`src/rtl/superfx_pkg.sv`:
```
// Shared constants, state type and small helpers for the SuperFX GO/IRQ control stage.
package superfx_pkg;

    localparam logic [15:0] ADDR_R15_HI = 16'h301F;
    localparam logic [15:0] ADDR_SFR_LO = 16'h3030;
    localparam logic [15:0] ADDR_SFR_HI = 16'h3031;
    localparam int          SFR_G_BIT   = 5;

    typedef enum logic [1:0] {
        IDLE  = 2'd0,
        RUN   = 2'd1,
        DRAIN = 2'd2
    } go_irq_state_t;

    // Level presented on the SNES /IRQ pin for a given flag and mask.
    function automatic logic irq_pin_n(input logic irq_flag, input logic mask);
        return ~(irq_flag & ~mask);
    endfunction

endpackage

```
`src/rtl/superfx_go_irq_ctrl_strobe_sync_edge.sv`:
```
// Synchronizes an asynchronous SNES strobe into clk and emits registered
// one-cycle rise/fall pulses.
module strobe_sync_edge #(
    parameter int SYNC_STAGES = 2
) (
    input  logic clk,
    input  logic rst_n,
    input  logic strobe,
    output logic rise,
    output logic fall
);

    logic [SYNC_STAGES-1:0] sync_q;
    logic [SYNC_STAGES-1:0] sync_d;
    logic                   prev_q;
    logic                   prev_d;
    logic                   rise_q;
    logic                   rise_d;
    logic                   fall_q;
    logic                   fall_d;
    logic                   sync_out_s;

    assign sync_out_s = sync_q[SYNC_STAGES-1];

    // Next-state for the synchronizer chain and edge detector.
    always_comb begin
        sync_d = {sync_q[SYNC_STAGES-2:0], strobe};
        prev_d = sync_out_s;
        rise_d = sync_out_s & ~prev_q;
        fall_d = ~sync_out_s & prev_q;
    end

    // Synchronizer, edge history and pulse registers.
    always_ff @(posedge clk or negedge rst_n) begin
        if (!rst_n) begin
            sync_q <= '0;
            prev_q <= 1'b0;
            rise_q <= 1'b0;
            fall_q <= 1'b0;
        end else begin
            sync_q <= sync_d;
            prev_q <= prev_d;
            rise_q <= rise_d;
            fall_q <= fall_d;
        end
    end

    assign rise = rise_q;
    assign fall = fall_q;

endmodule

```
`src/rtl/superfx_go_irq_ctrl.sv`:
```
// GO/IRQ flag generation for the SuperFX SFR: decodes synchronized SNES bus
// accesses and core STOP events into a registered run/drain state machine.
module superfx_go_irq_ctrl
    import superfx_pkg::*;
#(
    parameter int SYNC_STAGES = 2
) (
    input  logic        clk,
    input  logic        rst_n,
    input  logic        snes_wr,
    input  logic        snes_rd,
    input  logic [15:0] snes_addr,
    input  logic [7:0]  snes_wdata,
    input  logic        core_stop,
    input  logic        core_busy,
    input  logic        irq_mask,
    output logic        go,
    output logic        irq,
    output logic        irq_n,
    output logic [1:0]  state
);

    logic          wr_rise_s;
    logic          wr_fall_unused_s;
    logic          rd_rise_unused_s;
    logic          rd_fall_s;
    logic          wdata_unused_s;

    logic          start_s;
    logic          abort_s;
    logic          irq_clr_s;
    logic          irq_set_s;
    logic          pending_eff_s;

    go_irq_state_t state_q;
    go_irq_state_t state_d;
    logic          start_pending_q;
    logic          start_pending_d;
    logic          go_q;
    logic          go_d;
    logic          irq_q;
    logic          irq_d;
    logic          irq_n_q;
    logic          irq_n_d;

    strobe_sync_edge #(
        .SYNC_STAGES(SYNC_STAGES)
    ) u_wr_sync (
        .clk   (clk),
        .rst_n (rst_n),
        .strobe(snes_wr),
        .rise  (wr_rise_s),
        .fall  (wr_fall_unused_s)
    );

    strobe_sync_edge #(
        .SYNC_STAGES(SYNC_STAGES)
    ) u_rd_sync (
        .clk   (clk),
        .rst_n (rst_n),
        .strobe(snes_rd),
        .rise  (rd_rise_unused_s),
        .fall  (rd_fall_s)
    );

    // Only the G bit of the SFR low byte matters to this stage.
    assign wdata_unused_s = ^{snes_wdata[7:SFR_G_BIT+1], snes_wdata[SFR_G_BIT-1:0]};

    // Bus event decode; address and data are sampled in the pulse cycle.
    always_comb begin
        start_s   = 1'b0;
        abort_s   = 1'b0;
        irq_clr_s = 1'b0;
        if (wr_rise_s) begin
            if (snes_addr == ADDR_R15_HI) begin
                start_s = 1'b1;
            end else if (snes_addr == ADDR_SFR_LO) begin
                start_s = snes_wdata[SFR_G_BIT];
                abort_s = ~snes_wdata[SFR_G_BIT];
            end else begin
                start_s = 1'b0;
            end
        end else begin
            start_s = 1'b0;
        end
        if (rd_fall_s && (snes_addr == ADDR_SFR_HI)) begin
            irq_clr_s = 1'b1;
        end else begin
            irq_clr_s = 1'b0;
        end
    end

    // Run/drain state transitions; a start seen during drain is deferred
    // to the drain exit unless a later abort cancels it.
    always_comb begin
        state_d         = state_q;
        start_pending_d = start_pending_q;
        irq_set_s       = 1'b0;
        pending_eff_s   = start_pending_q;
        case (state_q)
            IDLE: begin
                if (start_s) begin
                    state_d = RUN;
                end else begin
                    state_d = IDLE;
                end
            end
            RUN: begin
                if (core_stop) begin
                    state_d         = DRAIN;
                    start_pending_d = 1'b0;
                end else if (abort_s) begin
                    state_d = IDLE;
                end else begin
                    state_d = RUN;
                end
            end
            DRAIN: begin
                if (abort_s) begin
                    pending_eff_s = 1'b0;
                end else if (start_s) begin
                    pending_eff_s = 1'b1;
                end else begin
                    pending_eff_s = start_pending_q;
                end
                if (!core_busy) begin
                    irq_set_s       = 1'b1;
                    state_d         = pending_eff_s ? RUN : IDLE;
                    start_pending_d = 1'b0;
                end else begin
                    state_d         = DRAIN;
                    start_pending_d = pending_eff_s;
                end
            end
            default: begin
                state_d         = IDLE;
                start_pending_d = 1'b0;
            end
        endcase
    end

    // Flag next-state: a new IRQ event beats a simultaneous clear.
    always_comb begin
        go_d = (state_d == RUN);
        if (irq_set_s) begin
            irq_d = 1'b1;
        end else if (irq_clr_s) begin
            irq_d = 1'b0;
        end else begin
            irq_d = irq_q;
        end
        irq_n_d = irq_pin_n(irq_q, irq_mask);
    end

    // State and flag registers.
    always_ff @(posedge clk or negedge rst_n) begin
        if (!rst_n) begin
            state_q         <= IDLE;
            start_pending_q <= 1'b0;
            go_q            <= 1'b0;
            irq_q           <= 1'b0;
            irq_n_q         <= 1'b1;
        end else begin
            state_q         <= state_d;
            start_pending_q <= start_pending_d;
            go_q            <= go_d;
            irq_q           <= irq_d;
            irq_n_q         <= irq_n_d;
        end
    end

    assign go    = go_q;
    assign irq   = irq_q;
    assign irq_n = irq_n_q;
    assign state = state_q;

endmodule

```
`config.mk`:
```
export PLATFORM = sky130hd
export DESIGN_NAME = superfx_go_irq_ctrl
export DESIGN_NICKNAME = d
export VERILOG_FILES = /design/src/rtl/superfx_pkg.sv /design/src/rtl/superfx_go_irq_ctrl_strobe_sync_edge.sv /design/src/rtl/superfx_go_irq_ctrl.sv
export SDC_FILE = /design/constraint.sdc
export NUM_CORES = 1
export LEC_CHECK = 0
export CORE_MARGIN = 10
export CORE_UTILIZATION = 31
export CTS_BUF_LIST = sky130_fd_sc_hd__clkbuf_16
export DETAILED_ROUTE_END_ITERATION = 10
export PLACE_DENSITY = 0.84
export SYNTH_ARGS = -nofsm -noshare
export SYNTH_HDL_FRONTEND = slang
export SYNTH_SLANG_ARGS = --single-unit
```
`constraint.sdc`:
```
create_clock -name clk -period 1 [get_ports clk]
set_input_delay 0.3 -clock clk [delete_from_list [all_inputs] [get_ports clk]]
set_output_delay 0.3 -clock clk [all_outputs]
set_load 0.01 [all_outputs]
```
==> impl_metrics.csv, run 1 <==
group,metric,value,unit
status,status,"complete, but fails checks",
status,violations,"negative setup slack",
clock_tree,hold_buffers,0,
global_route,grt_pass1_wl,2950,µm
global_route,grt_pass1_vias,627,
drt,first_pass_iters,3,
layout,finalCoreUtilization,61.4,%
timing,final.setup.worst_slack,-0.684,ns
timing,fin_skew,0.00221,ns
layout,fillers,155,
timing,whs,0.345,ns
timing,hold_violations,0,
timing,relSlewSlack,79.5,%
worst_setup_path,arrival,1.80,ns
floorplan,start_util,32.9,%
yosys,yosys-mux-area-fraction,0,%
yosys,syn_area,574,µm²
min_path,hold_class,"reg -> reg",
drt,drc_errors,0,
yosys,synth_compound_area_share,9.37,%
worst_setup_path,crit_type,"in -> reg",
timing,fmax,594,MHz
global_route,grt_usage,9.44,%
drt,drtIter0Drc,12,
placement,dp.final_hpwl,1400,µm
worst_setup_path,crit_path_end_kind,"flop",
yosys,yosysWarnings,0,
yosys,synth-simple-area-share,28.8,%
floorplan,coreArea,1750,µm²
worst_setup_path,r2r-end,"state[0]",
power_and_ir_drop,ir_drop,1.15,mV
worst_setup_path,critical-path-top-delay-family,"simple AND/OR/NAND/NOR gates",
yosys,synth_top_family_by_area,"simple AND/OR/NAND/NOR gates",
min_path,hold_depth,0,
worst_setup_path,reg2reg_depth,3,
timing,slew_viol_final,0,
power_and_ir_drop,p_sw,280,µW
yosys,seq_area_frac_synth,61.2,%
yosys,ys_ff_latch,14,
clock_tree,cts_buffers,3,
power_and_ir_drop,sw_frac_of_total,18.6,%
floorplan,io_pins,36,
power_and_ir_drop,pwr_density_cell,1400,nW/µm²
worst_setup_path,reg2reg_from,"state[1]",
floorplan,die_h,63.0,µm
placement,port_buffers,28,
floorplan,die_area,3970,µm²
yosys,avgSynthCellArea,12.0,µm²
run,drv_cap,0,
clock_tree,cts-root-buf,"clkbuf_16",
layout,syn_to_final_growth,86.5,%
worst_setup_path,rrSetupSlack,-0.24,ns
yosys,synthDistinctLibCells,21,
worst_setup_path,cp_slowest_cell,"or4b_4",
worst_setup_path,max_stage_delay,0.56,ns
timing,setup_violations,9,
drt,vias_per_cell,4.74,
min_path,min_from,"u_rd_sync.sync_q[0]",
worst_setup_path,crit_top_cell,"o211ai_1",
timing,tns,-2.78,ns
drt,drtAntennaViolNets,0,
placement,pre_cts_ws,-1.30,ns
worst_setup_path,cp_cell_sequence,"dlygate4sd2_1, or4b_4, nor2_4, buf_6, nand4b_1, o211ai_1, o211ai_1",
clock_tree,clkSlewWorstSetupHoldPaths,0.04,ns
layout,n_antenna_cell,0,
power_and_ir_drop,p_comb_share,10.6,%
timing,fin_crit_sh,168,%
clock_tree,cts-htree-levels,1,
timing,max_slew.worst_pin.slew,0.306,ns
global_route,antenna_found_initial,0,
yosys,synth_fa_ha_area_share,0,%
yosys,syn_nets,79,
drt,routed_wirelength,1740,µm
min_path,whs_endpoint,"u_rd_sync.sync_q[1]",
drt,dr_total_vias,555,
clock_tree,cts_tree,"built",
timing,min_period,1.68,ns
power_and_ir_drop,p_leak,0.000474,µW
yosys,synth_xor_area_share,0,%
clock_tree,cts_sinks,14,
worst_setup_path,crit_fanout,3,
floorplan,num_rows,15,
yosys,syn_inst,48,
layout,final_nets,124,
global_route,overflow,0,
global_route,grt_max_degree,10,
power_and_ir_drop,clkPwrFrac,49.3,%
timing,rsz0062_at_grt,"true",
worst_setup_path,critPathBufInv,2,
power_and_ir_drop,p_seq_share,40.1,%
worst_setup_path,start_kind,"input port",
drt,wire_per_inst,14.9,µm
placement,globalplace.congestion,0.767,
power_and_ir_drop,intPower,1220,µW
worst_setup_path,crit_required,1.11,ns
clock_tree,max-clock-path-buffers,2,
floorplan,die_w,63.0,µm
clock_tree,clkLatencyLatePin,0.24,ns
layout,layout-drive-gt1-share,42.4,%
-- how the worst max path moves through the flow --
stage | startpoint | endpoint | slack, ns | cells past startpoint
4_1_cts | snes_addr[14] | state[0] | -0.76 | 6
6_report | snes_addr[2] | state[0] | -0.68 | 7
2_1_floorplan | snes_addr[7] | go | -0.82 | 5
3_3_place_gp | snes_addr[7] | go | -1.22 | 6
5_1_grt | snes_addr[6] | state[0] | -0.77 | 7
3_5_place_dp | snes_addr[7] | state[0] | -1.30 | 6
-- layer usage --
metal  wire length (µm)  vias up  global-route usage [%]
met2                767       31                    14.1
met4                 36        0                    5.03
met3                125        6                    4.30
met5                  0        -                       0
met1                814      256                    10.9
li1                   -      262                       -
-- cells in the mapped netlist --
cell       count  share of area [%]
nor2b_1        2                2.2
or4b_4         1                2.4
or4_1          1                1.3
dfstp_2        1                4.6
or4_4          1                2.0
o21ai_0        2                1.7
nor2_1         6                3.9
nand4_1        1                1.1
nand4b_1       1                1.5
o21a_1         1                1.3
nor4_4         1                3.7
nand2b_1       2                2.2
nand3_1        1               0.87
o211ai_1       3                3.9
or4b_2         1                1.7
inv_1          1               0.65
nand2_1        5                3.3
dfrtp_1       13                 57
a21oi_1        1               0.87
nand3b_1       2                2.6
o2bb2ai_1      1                1.5
-- layout make-up --
class / instances / area, µm² / area share [%]
clock inverters: 1 / 3.75 / 0.350
multi-input cells: 33 / 258 / 24.1
repair buffers: 40 / 348 / 32.5
flip-flops and latches: 14 / 352 / 32.8
inverters: 1 / 3.75 / 0.350
well taps: 25 / 31.3 / 2.92
clock buffers: 3 / 75.1 / 7.01
-- worst reg2reg max path, stage by stage, from the launching register on --
cell	delay (ns)
dfrtp_1	0.38
buf_4	0.16
or4_4	0.51
o211ai_1	0.10
-- cells by family after synthesis --
| kind of cell | count (synthesis) |
|---|---|
| AOI/OAI and AO/OA | 8 |
| and+or+nand+nor | 25 |
| buffers and inverters | 1 |
| DFF | 14 |
-- timing repair --
action | in CTS | in global routing
buffers inserted | 0 | 2
endpoints found under the setup margin | 10 | 10
pin swaps | 10 | 9
resized for setup | 52 | 12
-- power groups by stage --
stage	registers [µW]	logic (µW)	clock network, µW
floorplan	612	22.0	0
detailed placement	611	161	0
global placement	609	156	0
finish	603	159	742
CTS	603	150	765
global route	605	174	797
-- stage by stage --
step	std cells	instance area (µm²)	power, µW
5_1_grt	117	1070	1580
3_3_place_gp	111	963	765
6_report	117	1070	1500
2_1_floorplan	48	577	634
4_1_cts	115	1030	1520
3_5_place_dp	111	963	771
-- cell usage in the layout, fill, tap and decap left out, types with 2 or more instances in the layout --
master | synthesis | routed
dfrtp_1 | 13 | 13
clkdlybuf4s50_1 | 0 | 11
buf_4 | 0 | 9
buf_6 | 0 | 8
nor2_1 | 6 | 5
buf_2 | 0 | 5
nand2_1 | 5 | 4
dlygate4sd2_1 | 0 | 4
o211ai_1 | 3 | 3
clkbuf_16 | 0 | 3
or4b_4 | 1 | 2
or4_4 | 1 | 2
inv_1 | 1 | 2
nand3b_1 | 2 | 2
nor2b_1 | 2 | 2
clkbuf_2 | 0 | 2
(Power assumes the default switching activity.)
==> run 2, diff against run 1 <==
--- a/config.mk
+++ b/config.mk
@@ -10,6 +10,7 @@
 export CTS_BUF_LIST = sky130_fd_sc_hd__clkbuf_16
 export DETAILED_ROUTE_END_ITERATION = 10
 export PLACE_DENSITY = 0.84
+export SLEW_MARGIN = 20
 export SYNTH_ARGS = -nofsm -noshare
 export SYNTH_HDL_FRONTEND = slang
 export SYNTH_SLANG_ARGS = --single-unit
==> results of run 2 <==
Final layout, timing and power as in run 1 (identical DEF).
